**src/rtl/overlay_scheduler_if.sv**
```systemverilog
// rtl/overlay_scheduler_if.sv - request/enable bundle between game FSM, VGA timing and overlay scheduler
//
// Purpose: groups the overlay request levels, the pixel counters and the
// registered overlay enables into one bundle.
// Signals:
//   req      [5:0]  level requests [0]Q1 [1]Q2 [2]Q3 [3]G1 [4]G2 [5]G3
//   hCount   [9:0]  current horizontal pixel count
//   vCount   [9:0]  current vertical line count
//   en       [5:0]  one-hot overlay enable (all-zero = no overlay)
//   quiz_en         any quiz overlay (Q1..Q3) enabled
//   game_en         any game overlay (G1..G3) enabled
//   busy            scheduler is arming or showing
// Modports: master = request/timing source, slave = scheduler.

interface overlay_scheduler_if;
    logic [5:0] req;
    logic [9:0] hCount;
    logic [9:0] vCount;
    logic [5:0] en;
    logic       quiz_en;
    logic       game_en;
    logic       busy;

    modport master (
        output req, hCount, vCount,
        input  en, quiz_en, game_en, busy
    );

    modport slave (
        input  req, hCount, vCount,
        output en, quiz_en, game_en, busy
    );
endinterface

```
**src/rtl/overlay_scheduler.sv**
```systemverilog
// rtl/overlay_scheduler.sv - frame-synchronous arbiter for the six prompt overlays
//
// Purpose: picks the lowest-numbered eligible overlay request, changes the
// enables only on the end-of-frame tick and keeps a granted overlay up for at
// least MIN_FRAMES frames.
// Optional feature macro: OVL_TIMEOUT_EN (auto-dismiss after MAX_FRAMES frames,
// masking that request until it is released).
// Ports:
//   clk   system clock
//   rst   synchronous, active-high reset
//   ovl   overlay_scheduler_if.slave (req/hCount/vCount in, en/quiz_en/game_en/busy out)
// Parameters: H_LAST, V_LAST (last pixel/line of a frame), MIN_FRAMES (>=1),
//   MAX_FRAMES (> MIN_FRAMES, only used with OVL_TIMEOUT_EN).

module overlay_scheduler #(
    parameter int H_LAST     = 799,
    parameter int V_LAST     = 524,
    parameter int MIN_FRAMES = 30,
    parameter int MAX_FRAMES = 600
) (
    input  logic          clk,
    input  logic          rst,
    overlay_scheduler_if.slave ovl
);

    localparam int HOLD_W = $clog2(MIN_FRAMES + 1);

    typedef enum logic [1:0] {
        S_IDLE = 2'd0,
        S_ARM  = 2'd1,
        S_SHOW = 2'd2
    } state_t;

    state_t              state_q, state_d;
    logic [HOLD_W-1:0]   hold_cnt_q, hold_cnt_d;
    logic [5:0]          en_q, en_d;
    logic                quiz_en_q, quiz_en_d;
    logic                game_en_q, game_en_d;
    logic                busy_q, busy_d;
    logic                fc_q;

    logic                fc;
    logic                tick;
    logic [5:0]          mask_q;
    logic [5:0]          mask_set;
    logic [5:0]          elig;
    logic [5:0]          winner;
    logic                hold_done;
    logic                load;

    // The pixel counts sit at end-of-frame for several clocks; only the
    // first of those clocks counts as the frame tick.
    assign fc   = (ovl.hCount == 10'(H_LAST)) && (ovl.vCount == 10'(V_LAST));
    assign tick = fc & ~fc_q;

`ifdef OVL_TIMEOUT_EN
    logic [9:0] show_cnt_q, show_cnt_d;
    logic [5:0] mask_d;
    logic       timeout;

    // Timeout fires on the tick that would make the show count reach MAX_FRAMES.
    assign timeout  = (state_q == S_SHOW) && tick && ((show_cnt_q + 10'd1) == 10'(MAX_FRAMES));
    assign mask_set = timeout ? en_q : 6'd0;
    // A masked request is re-armed as soon as it is released for one cycle.
    assign mask_d   = (mask_q | mask_set) & ovl.req;

    always_comb begin
        show_cnt_d = show_cnt_q;
        if (load) begin
            show_cnt_d = 10'd0;
        end else if ((state_q == S_SHOW) && tick && (show_cnt_q != 10'(MAX_FRAMES))) begin
            show_cnt_d = show_cnt_q + 10'd1;
        end
    end
`else
    logic unused_cfg;

    assign mask_q     = 6'd0;
    assign mask_set   = 6'd0;
    assign unused_cfg = (MAX_FRAMES > MIN_FRAMES);
`endif

    // A just-timed-out overlay is already excluded from the decision on its own tick.
    assign elig   = ovl.req & ~(mask_q | mask_set);
    assign winner = elig & (~elig + 6'd1);

    // hold_cnt_q counts completed frames since the grant; the tick that
    // brings it to MIN_FRAMES is the first one allowed to change en.
    assign hold_done = (hold_cnt_q >= HOLD_W'(MIN_FRAMES - 1));

    // State register
    always_ff @(posedge clk) begin
        if (rst) begin
            state_q    <= S_IDLE;
            hold_cnt_q <= '0;
            en_q       <= 6'd0;
            quiz_en_q  <= 1'b0;
            game_en_q  <= 1'b0;
            busy_q     <= 1'b0;
            fc_q       <= 1'b0;
`ifdef OVL_TIMEOUT_EN
            show_cnt_q <= 10'd0;
            mask_q     <= 6'd0;
`endif
        end else begin
            state_q    <= state_d;
            hold_cnt_q <= hold_cnt_d;
            en_q       <= en_d;
            quiz_en_q  <= quiz_en_d;
            game_en_q  <= game_en_d;
            busy_q     <= busy_d;
            fc_q       <= fc;
`ifdef OVL_TIMEOUT_EN
            show_cnt_q <= show_cnt_d;
            mask_q     <= mask_d;
`endif
        end
    end

    // Next-state logic
    always_comb begin
        state_d = state_q;
        case (state_q)
            S_IDLE: if (|elig) state_d = S_ARM;
            S_ARM:  if (tick) state_d = (|elig) ? S_SHOW : S_IDLE;
            S_SHOW: if (tick && hold_done && !(|elig)) state_d = S_IDLE;
            default: state_d = S_IDLE;
        endcase
    end

    // Output logic (values registered by the state register)
    always_comb begin
        en_d       = en_q;
        hold_cnt_d = hold_cnt_q;
        load       = 1'b0;
        case (state_q)
            S_ARM: begin
                if (tick && (|elig)) begin
                    en_d       = winner;
                    hold_cnt_d = '0;
                    load       = 1'b1;
                end
            end
            S_SHOW: begin
                if (tick) begin
                    if (hold_cnt_q != HOLD_W'(MIN_FRAMES)) begin
                        hold_cnt_d = hold_cnt_q + HOLD_W'(1);
                    end
                    if (hold_done) begin
                        if (!(|elig)) begin
                            en_d = 6'd0;
                        end else if (winner != en_q) begin
                            // Direct hand-over: no blank frame between overlays.
                            en_d       = winner;
                            hold_cnt_d = '0;
                            load       = 1'b1;
                        end
                    end
                end
            end
            default: en_d = 6'd0;
        endcase
        quiz_en_d = |en_d[2:0];
        game_en_d = |en_d[5:3];
        busy_d    = (state_d != S_IDLE);
    end

    assign ovl.en      = en_q;
    assign ovl.quiz_en = quiz_en_q;
    assign ovl.game_en = game_en_q;
    assign ovl.busy    = busy_q;

endmodule
```
**src/flat_wrapper.sv**
```systemverilog
// flat-port wrapper written by rule: the top's interface ports become plain ports
module overlay_scheduler_flat 
#(
    parameter int H_LAST     = 799,
    parameter int V_LAST     = 524,
    parameter int MIN_FRAMES = 30,
    parameter int MAX_FRAMES = 600
)
  (clk, rst, ovl_req, ovl_hCount, ovl_vCount, ovl_en, ovl_quiz_en, ovl_game_en, ovl_busy);
  overlay_scheduler_if ovl_i ();
  input  logic clk;
  input  logic rst;
  input wire logic [$bits(ovl_i.req)-1:0] ovl_req;
  input wire logic [$bits(ovl_i.hCount)-1:0] ovl_hCount;
  input wire logic [$bits(ovl_i.vCount)-1:0] ovl_vCount;
  output wire logic [$bits(ovl_i.en)-1:0] ovl_en;
  output wire logic [$bits(ovl_i.quiz_en)-1:0] ovl_quiz_en;
  output wire logic [$bits(ovl_i.game_en)-1:0] ovl_game_en;
  output wire logic [$bits(ovl_i.busy)-1:0] ovl_busy;
  assign ovl_i.req = ovl_req;
  assign ovl_i.hCount = ovl_hCount;
  assign ovl_i.vCount = ovl_vCount;
  assign ovl_en = ovl_i.en;
  assign ovl_quiz_en = ovl_i.quiz_en;
  assign ovl_game_en = ovl_i.game_en;
  assign ovl_busy = ovl_i.busy;
  overlay_scheduler #(.H_LAST(H_LAST), .V_LAST(V_LAST), .MIN_FRAMES(MIN_FRAMES), .MAX_FRAMES(MAX_FRAMES)) u_core (.clk(clk), .rst(rst), .ovl(ovl_i));
endmodule
```
**config.mk**
```make
export PLATFORM = sky130hd
export DESIGN_NAME = overlay_scheduler_flat
export DESIGN_NICKNAME = d
export VERILOG_FILES = /design/src/rtl/overlay_scheduler_if.sv /design/src/rtl/overlay_scheduler.sv /design/src/flat_wrapper.sv
export SDC_FILE = /design/constraint.sdc
export NUM_CORES = 1
export LEC_CHECK = 0
export CAP_MARGIN = 25
export CELL_PAD_IN_SITES_DETAIL_PLACEMENT = 2
export CELL_PAD_IN_SITES_GLOBAL_PLACEMENT = 2
export CORE_ASPECT_RATIO = 0.8
export CORE_UTILIZATION = 26
export CTS_BUF_LIST = sky130_fd_sc_hd__clkbuf_8 sky130_fd_sc_hd__clkbuf_16
export CTS_CLUSTER_SIZE = 30
export DETAILED_ROUTE_END_ITERATION = 12
export GPL_TIMING_DRIVEN = 0
export PLACE_DENSITY_LB_ADDON = 0.1
export RECOVER_POWER = 25
export SETUP_SLACK_MARGIN = 0.3
export SYNTH_ARGS = -nofsm -noshare
export SYNTH_HDL_FRONTEND = slang
export SYNTH_SLANG_ARGS = --single-unit
```
**constraint.sdc**
```tcl
create_clock -name clk -period 3 [get_ports clk]
set_clock_uncertainty 0.2 [all_clocks]
set_input_delay 0.6 -clock clk [delete_from_list [all_inputs] [get_ports clk]]
set_output_delay 0.6 -clock clk [all_outputs]
set_load 0.01 [all_outputs]
```
## After elaboration in Yosys (flattened, before gate mapping)

Cells that the tools add are included.

| word-level totals | value |
|---|---|
| logic and storage cells | 52 |
| output and inout bits | 9 |
| register bits after elaboration | 17 |
| bits of input ports | 28 |

| operators by class | value |
|---|---|
| eq/ne operators | 8 |
| mux-type cells | 18 |
| magnitude comparators | 1 |
| add/sub/neg operators | 2 |
| reduce and logical (&&, ||, !) cells | 12 |
| bitwise logic cells | 4 |

Operators by type and width:

| kind | number |
|---|---|
| $mux W5 | 6 |
| $mux W6 | 5 |
| $eq A10 B10 Y1 const B | 2 |
| $pmux W6 S2 | 1 |
| $pmux W5 S2 | 1 |
| $mux W2 | 4 |
| $add A6 B1 Y6 const B | 1 |
| $and A6 B6 Y6 | 1 |
| $ne A6 B6 Y1 | 1 |
| $not A6 Y6 | 1 |
| $pmux W2 S3 | 1 |
| $reduce_or A3 Y1 | 2 |
| $reduce_or A6 Y1 | 1 |
| $add A5 B1 Y5 const B | 1 |
| $ge A5 B5 Y1 const B | 1 |
| $ne A5 B5 Y1 const B | 1 |
| $logic_and A1 B1 Y1 | 4 |
| $ne A2 B1 Y1 const B | 2 |
| $reduce_bool A2 Y1 | 2 |
| $reduce_and A3 Y1 | 1 |
| $eq A2 B1 Y1 const B | 1 |
| $eq A2 B2 Y1 const B | 1 |
| $logic_not A2 Y1 | 1 |
| $and A1 B1 Y1 | 1 |
| 2 further kinds | 2 |

## Depth between registers and ports, before layout

Gate-level depths: netlist of run 1.

| logic depth | value |
|---|---|
| depth in word-level cells | 10 |
| mapped depth | 8 |
| depth with buffers taken out | 8 |

## Worst setup path after synthesis of run 1

OpenSTA, ideal clock, no wires.

| path | value |
|---|---|
| path kind | input-to-reg |
| start point | in ovl_hCount[5] |
| end point | reg u_core.game_en_q, in the netlist u_core.ovl.game_en |
| buffers on the path | 0 |
| library setup time | 120 ps |
| arrival | 2,448 ps |
| data required time | 2,680 ps |
| stages | 6 |
| setup slack | 232 ps |
| cell sequence | or4b_4 -> nor4_1 -> and2b_1 -> o21a_1 -> a32o_2 -> a211o_1 |

| on the way | value |
|---|---|
| longest elaborated chain between the ends | 7 |
| elaborated cells between the ends (all ways) | 8 |
| classes of those cells | eq/ne: 1; mux: 3; bitwise: 1; reduce/logical: 3 |

RTL lines:

| what | RTL line | text |
|---|---|---|
| start, declared | flat_wrapper.sv:14 | `input wire logic [$bits(ovl_i.hCount)-1:0] ovl_hCount;` |
| $eq A10 B10 Y1 (*) | overlay_scheduler.sv:53 | `assign fc = (ovl.hCount == 10'(H_LAST)) && (ovl.vCount == 10'(V_LAST));` |
| $logic_and A1 B1 Y1 (*) | overlay_scheduler.sv:53 |  |
| $and A1 B1 Y1 (*) | overlay_scheduler.sv:54 | `assign tick = fc & ~fc_q;` |
| $logic_and A1 B1 Y1 | overlay_scheduler.sv:138 | `if (tick && (\|elig)) begin` |
| $mux W6 | overlay_scheduler.sv:138 |  |
| $pmux W6 S2 (*) | overlay_scheduler.sv:136 | `case (state_q)` |
| $reduce_or A3 Y1 (*) | overlay_scheduler.sv:164 | `game_en_d = \|en_d[5:3];` |
| end signal, assigned | overlay_scheduler.sv:110 | `game_en_q <= game_en_d;` |
| end, declared | overlay_scheduler.sv:38 | `logic game_en_q, game_en_d;` |

Every way passes the cells marked *; elsewhere a longest branch is shown, timed or not.
A chain may end at the register's enable or synchronous reset.

## Final worst setup path of run 1

| path | value |
|---|---|
| start point | in ovl_vCount[6] |
| end point | reg u_core.game_en_q, in the netlist u_core.ovl.game_en |

| on the way | value |
|---|---|
| longest elaborated chain between the ends | 7 |
| elaborated cells between the ends (all ways) | 8 |
| classes of those cells | eq/ne: 1; mux: 3; bitwise: 1; reduce/logical: 3 |

RTL lines:

| what | RTL line | text |
|---|---|---|
| start, declared | flat_wrapper.sv:15 | `input wire logic [$bits(ovl_i.vCount)-1:0] ovl_vCount;` |
| $eq A10 B10 Y1 (*) | overlay_scheduler.sv:53 |  |
| $logic_and A1 B1 Y1 (*) | overlay_scheduler.sv:53 |  |
| $and A1 B1 Y1 (*) | overlay_scheduler.sv:54 |  |
| $logic_and A1 B1 Y1 | overlay_scheduler.sv:138 |  |
| $mux W6 | overlay_scheduler.sv:138 |  |
| $pmux W6 S2 (*) | overlay_scheduler.sv:136 |  |
| $reduce_or A3 Y1 (*) | overlay_scheduler.sv:164 |  |

Marked as above.

==> results of run 1 <==
-- logic make-up after synthesis --
family,after synthesis,synth area share (%)
AND/OR/NAND/NOR,64,33.2
buffers and inverters,9,3.02
flip-flops,17,29.3
adder cells (fa/ha/maj),7,7.55
multiplexers,1,0.971
AO/OA/AOI/OAI,35,25.1
XOR/XNOR,1,0.755
-- worst min path at each step --
stage	end	cells past startpoint	from
after floorplan	u_core.hold_cnt_q[1]	2	u_core.hold_cnt_q[1]
after global placement	u_core.hold_cnt_q[1]	2	u_core.hold_cnt_q[1]
after CTS	u_core.hold_cnt_q[1]	2	u_core.hold_cnt_q[1]
final	u_core.hold_cnt_q[1]	2	u_core.hold_cnt_q[1]
after global routing	u_core.hold_cnt_q[1]	2	u_core.hold_cnt_q[1]
after detailed placement	u_core.hold_cnt_q[1]	2	u_core.hold_cnt_q[1]
-- routing by layer --
| layer | vias up | global-route usage, % | wire, um |
|---|---|---|---|
| met5 | - | 0 | 0 |
| met3 | 2 | 3.80 | 158 |
| met4 | 0 | 3.30 | 20 |
| met2 | 33 | 32.5 | 1950 |
| met1 | 624 | 22.9 | 1900 |
| li1 | 618 | - | - |
-- final cells by class --
class,instances,share of cell area (%)
tap,57,3.92
inverter,7,1.44
buffer,2,1.31
timing repair buffer,47,21.9
sequential,17,18.7
clock buffer,3,2.27
clock inverter,1,0.275
multi-input combinational,108,50.2
-- report_power, final --
part           switching [W]  leakage, nW  internal [W]  total, W
logic              0.0000588        0.554     0.0000527  0.000111
clock network      0.0000890       0.0255     0.0000923  0.000181
registers         0.00000246        0.138      0.000229  0.000231
total               0.000150        0.717      0.000374  0.000524
-- critical path: stages --
cell and delay [ns]:
dlygate4sd2_1 0.22, nor4b_1 0.36, nand4_1 0.15, buf_6 0.17, nor4_4 0.30, o311ai_1 0.18
o21a_4 0.17, a22o_1 0.22, a211o_1 0.29
-- sequential cells by signal, summed over array words and instances (netlist names) --
register            cells
u_core.ovl.en           6
u_core.hold_cnt_q       5
u_core.state_q          2
u_core.fc_q             1
u_core.ovl.busy         1
u_core.ovl.game_en      1
u_core.ovl.quiz_en      1
-- what timing repair did --
action / 4_1_cts / 5_1_grt
pin swaps: 15 / 14
gates resized for setup: 56 / 18
endpoints found under the setup margin: 16 / 6
setup buffers: 11 / 1
-- through the flow --
| stage | setup WS (ns) | cell area (um2) | std cells |
|---|---|---|---|
| 2_1_floorplan | 0.302 | 1200 | 134 |
| 3_3_place_gp | -0.485 | 1630 | 226 |
| 3_5_place_dp | -0.517 | 1630 | 226 |
| 4_1_cts | 0.316 | 1800 | 241 |
| 5_1_grt | 0.164 | 1820 | 242 |
| 6_report | 0.291 | 1820 | 242 |
-- cells in the final DEF, fill, tap and decap left out, types with 5 or more instances in the layout --
cell and count:
dfxtp_1 17, inv_1 7, a21oi_1 10, dlygate4sd3_1 5, nor3_1 6, nand2_1 10
dlygate4sd2_1 17, buf_4 12, nor2_1 11, ha_1 7
==> flow_summary.toml, run 1 <==
[run_status]
status = "finished, final reports clean"

[cells_and_area]
n_fill_cell = 467
multi_input_area_um2 = 915
seq_area_um2 = 340
fin_nets = 221
drive_gt1_share_pct = 26.5
fin_util_pct = 43.0
syn_to_final_growth_pct = 57.0
antenna_cells = 0

[worst_setup_path]
crit_arrival_ns = 2.66
ff2ff_setup_slack_ns = 0.53
path_max_fanout = 4
crit_start = "ovl_vCount[6]"
worstReg2RegStart = "u_core.hold_cnt_q[1]"
reg2reg_depth = 9
crit_type = "in2reg"
setup.worst_path.end = "u_core.ovl.game_en"
r2r-end = "u_core.ovl.game_en"
end_kind = "flop"
start_kind = "input pin"
cp.required_ns = 2.95

[power_and_ir_drop]
powerDensity_nw_per_um2 = 288
leakage_nw = 0.717
power_w = 0.000524
ir_worst_vdd_uv = 142

[logic_synthesis]
synthArstFlopShare_pct = 0
synth_fp_nets = 169
synth_flop_cell = "dfxtp_1"
ys_ff_latch = 17
netlist-cell-type-count = 48
synth.most_common_cell = "dfxtp_1"
synth_commonest_cells = "17 x dfxtp_1, 11 x a21oi_1, 11 x nor2_1"
ys_top_cells_by_area = "dfxtp_1 29%, ha_1 7.6%, a21oi_1 4.7%"
ys.warnings.count = 0
synth_edf_count = 0
synthCells = 134
yosysTopAreaCell = "dfxtp_1"
synth.top_cell.area_share_pct = 29.3
syn_avg_cell_area_um2 = 8.66
synth_seq_area_share_pct = 29.3
syn_area_um2 = 1160

[grt]
grt_max_degree = 11
grt-ovfl-total = 0
grt_pass1_wl_um = 6610
grt_pass1_vias = 1340
antenna_found_initial = 0
track_usage_pct = 18.0

[drt]
wire_per_inst_um = 16.7
via_per_inst = 5.28
finalWirelength_um = 4030
vias = 1277
drtIter0Drc = 33
postRouteAntennaNets = 0
drc = 0
firstDrtPassIters = 4

[worst_hold_path]
hp-class = "reg2reg"

[floorplanning]
die_h_um = 61.7
row_count = 21
io_pins = 37
start_util_pct = 27.4
die_x_um = 76.7
die-area_um2 = 4730
core_region_area_um2 = 4230

[clock_tree]
cts_hold_buf = 0
cts-root-buf = "clkbuf_8"
cts_max_level = 1
cts_sinks = 17
numCtsBuffers = 3
clock_latency_ns = 0.26
cts_tree = "built"
cts_max_path_buffers = 2
clkTransAtPathRegs_ns = 0.08

[timing]
slew_violations = 0
fin_hold_ws_ns = 0.350
post-route-min-period_ns = 2.71
fin_crit_sh_pct = 90.3
rsz0062_at_grt = "yes"
timing.setup.tns_ns = 0
tightest_slew_ns = 0.575
maxClockFrequency_mhz = 369
setup_violations = 0
hold_viol = 0
relSlewSlack_pct = 61.3

[placement]
dp_hpwl_um = 2960
numPortBuffers = 35
gp_congestion = 0.795

[flow_run]
cap_violations = 0
Power figures use the tool's default switching activity.
==> inputs of run 2 (changes only) <==
--- a/config.mk
+++ b/config.mk
@@ -6,10 +6,10 @@
 export NUM_CORES = 1
 export LEC_CHECK = 0
 export CAP_MARGIN = 25
-export CELL_PAD_IN_SITES_DETAIL_PLACEMENT = 2
+export CELL_PAD_IN_SITES_DETAIL_PLACEMENT = 0
 export CELL_PAD_IN_SITES_GLOBAL_PLACEMENT = 2
 export CORE_ASPECT_RATIO = 0.8
-export CORE_UTILIZATION = 26
+export CORE_UTILIZATION = 28
 export CTS_BUF_LIST = sky130_fd_sc_hd__clkbuf_8 sky130_fd_sc_hd__clkbuf_16
 export CTS_CLUSTER_SIZE = 30
 export DETAILED_ROUTE_END_ITERATION = 12
==> constraint.sdc (replaced) <==
create_clock -name clk -period 3.5 [get_ports clk]
set_clock_uncertainty 0.2 [all_clocks]
set_input_delay 0.7 -clock clk [delete_from_list [all_inputs] [get_ports clk]]
set_output_delay 0.7 -clock clk [all_outputs]
set_load 0.01 [all_outputs]
==> run 2 against run 1 <==
Against the previous run:
- register-to-register slack improved by 0.59 ns
- critical path type unchanged
- sequential cell count unchanged
- core utilization increased by 1.7 points
- non-clock buffer count decreased by 4
- final cell count decreased by 2.5%
- first-iteration DRC count increased by 3.0%
- via count decreased by 2.4%
- final area decreased by 4.7%
- sequential share of layout area increased by 0.93 points
- clock power decreased by 20%
- combinational power decreased by 18%
==> flow_summary.toml, run 2 (synthesis results as in run 1) <==
[worst_setup_path]
crit_arrival_ns = 3.17
ff2ff_setup_slack_ns = 1.12
end_kind = "flop"
reg2reg_depth = 8
crit_type = "in2reg"
worstReg2RegStart = "u_core.ovl.en[0]"
r2r-end = "u_core.ovl.game_en"
start_kind = "input pin"
cp.required_ns = 3.44
path_max_fanout = 4

[floorplanning]
die_h_um = 59.6
io_pins = 37
row_count = 20
start_util_pct = 29.9
die_x_um = 74.0
core_region_area_um2 = 3880
die-area_um2 = 4410

[power_and_ir_drop]
leakage_nw = 0.686
ir_worst_vdd_uv = 121
powerDensity_nw_per_um2 = 250

[drt]
wire_per_inst_um = 13.8
drc = 0
via_per_inst = 5.28
drtIter0Drc = 34
postRouteAntennaNets = 0
firstDrtPassIters = 4
vias = 1246
finalWirelength_um = 3250

[cells_and_area]
drive_gt1_share_pct = 16.0
layout_commonest_cell = "clkdlybuf4s50_1"
most-common-layout-cells = "25 x clkdlybuf4s50_1, 17 x dfxtp_1, 11 x nor2_1, 11 x a21oi_1, 10 x nand2_1"
final_area_um2 = 1730
syn_to_final_growth_pct = 49.5
fin_cells = 236
fin_nets = 217
largest_reg_flops = 6
n_fill_cell = 387
antenna_cells = 0

[clock_tree]
cts_sinks = 17
cts_max_path_buffers = 2
cts_hold_buf = 0
cts-root-buf = "clkbuf_8"
clock_latency_ns = 0.25
cts_max_level = 1
cts_tree = "built"
clkTransAtPathRegs_ns = 0.07
numCtsBuffers = 3

[placement]
dpl_cell_area_um2 = 1580
dp_hpwl_um = 2420
gp_congestion = 0.816
numPortBuffers = 35
place_inst = 224

[grt]
grt_pass1_wl_um = 5180
grt_pass1_vias = 1167
track_usage_pct = 15.4
antenna_found_initial = 0
grt_max_degree = 11
grt-ovfl-total = 0

[worst_hold_path]
hold_depth = 2
hold_end = "u_core.hold_cnt_q[1]"
hp-start = "u_core.hold_cnt_q[1]"
hp-class = "reg2reg"

[timing]
maxClockFrequency_mhz = 309
hold_viol = 0
setup_violations = 0
post-route-min-period_ns = 3.23
tightest_slew_ns = 0.513
fin_crit_sh_pct = 92.3
timing.setup.tns_ns = 0
slew_violations = 0
rsz0062_at_grt = "no"
relSlewSlack_pct = 65.5

[flow_run]
cap_violations = 0

[run_status]
status = "finished, final reports clean"
run 2: cell count changes in the layout (fill, tap and decap cells not counted), sizes merged, moves of 2 or more:
cell,delta
buf,-8
clkdlybuf4s15,-3
clkdlybuf4s50,+21
clkbuf,-2
dlygate4sd2,-17
dlymetal6s2s,+5
run 2: report_power, final:
group | internal [W] | total [W] | switching [W]
clock | 0.0000778 | 0.000145 | 0.0000668
sequential | 0.000196 | 0.000198 | 0.00000195
combinational | 0.0000475 | 0.0000910 | 0.0000435
run 2: critical path: stages:
cell	delay, ns
clkdlybuf4s50_1	0.44
nor4bb_1	0.31
nand4_1	0.14
clkbuf_1	0.20
nor4_4	0.36
and2b_1	0.24
o21a_2	0.23
a22o_1	0.25
a211o_1	0.29
run 2: cell type report:
class | instances | area [um2] | share of cell area [%]
sequential | 17 | 340 | 19.6
clock buffer | 3 | 41.3 | 2.38
clock inverter | 1 | 3.75 | 0.216
buffer | 2 | 8.76 | 0.505
tap | 55 | 68.8 | 3.97
timing repair buffer | 43 | 419 | 24.2
inverter | 7 | 26.3 | 1.52
multi-input combinational | 108 | 826 | 47.6
run 2: worst max-delay path by stage:
stage | start | to | slack, ns | cells after the start
finish | ovl_vCount[3] | u_core.ovl.game_en | 0.27 | 9
global route | ovl_vCount[3] | u_core.ovl.game_en | 0.22 | 9
CTS | ovl_req[0] | u_core.ovl.game_en | 0.23 | 9
detailed placement | ovl_vCount[3] | u_core.ovl.game_en | -0.18 | 8
global placement | ovl_vCount[3] | u_core.ovl.game_en | -0.15 | 8
floorplan | ovl_hCount[5] | u_core.ovl.game_en | 0.63 | 6
run 2: through the flow:
step / hold WS (ns) / worst slack, ns / total power, W / util, %
2_1_floorplan: 0.286 / 0.632 / 0.000242 / -
3_3_place_gp: 0.321 / -0.149 / 0.000288 / 40.7
3_5_place_dp: 0.319 / -0.184 / 0.000290 / 40.7
4_1_cts: 0.329 / 0.234 / 0.000438 / 43.2
5_1_grt: 0.366 / 0.224 / 0.000461 / 44.7
6_report: 0.332 / 0.269 / 0.000434 / 44.7
run 2: what timing repair did:
| action | in CTS | in global routing |
|---|---|---|
| setup buffers | 4 | 4 |
| gates resized for setup | 3 | 12 |
| pin swaps | 2 | 2 |
| endpoints found under the setup margin | 13 | 13 |
run 2: metal layers:
layer | track usage, % | vias up | share of wire [%] | wire (um)
met5 | 0 | - | 0 | 0
met4 | 4.12 | 0 | 0.92 | 30
met1 | 20.5 | 583 | 48 | 1560
met3 | 3.06 | 5 | 7.5 | 245
met2 | 25.2 | 47 | 43 | 1410
li1 | - | 611 | - | -
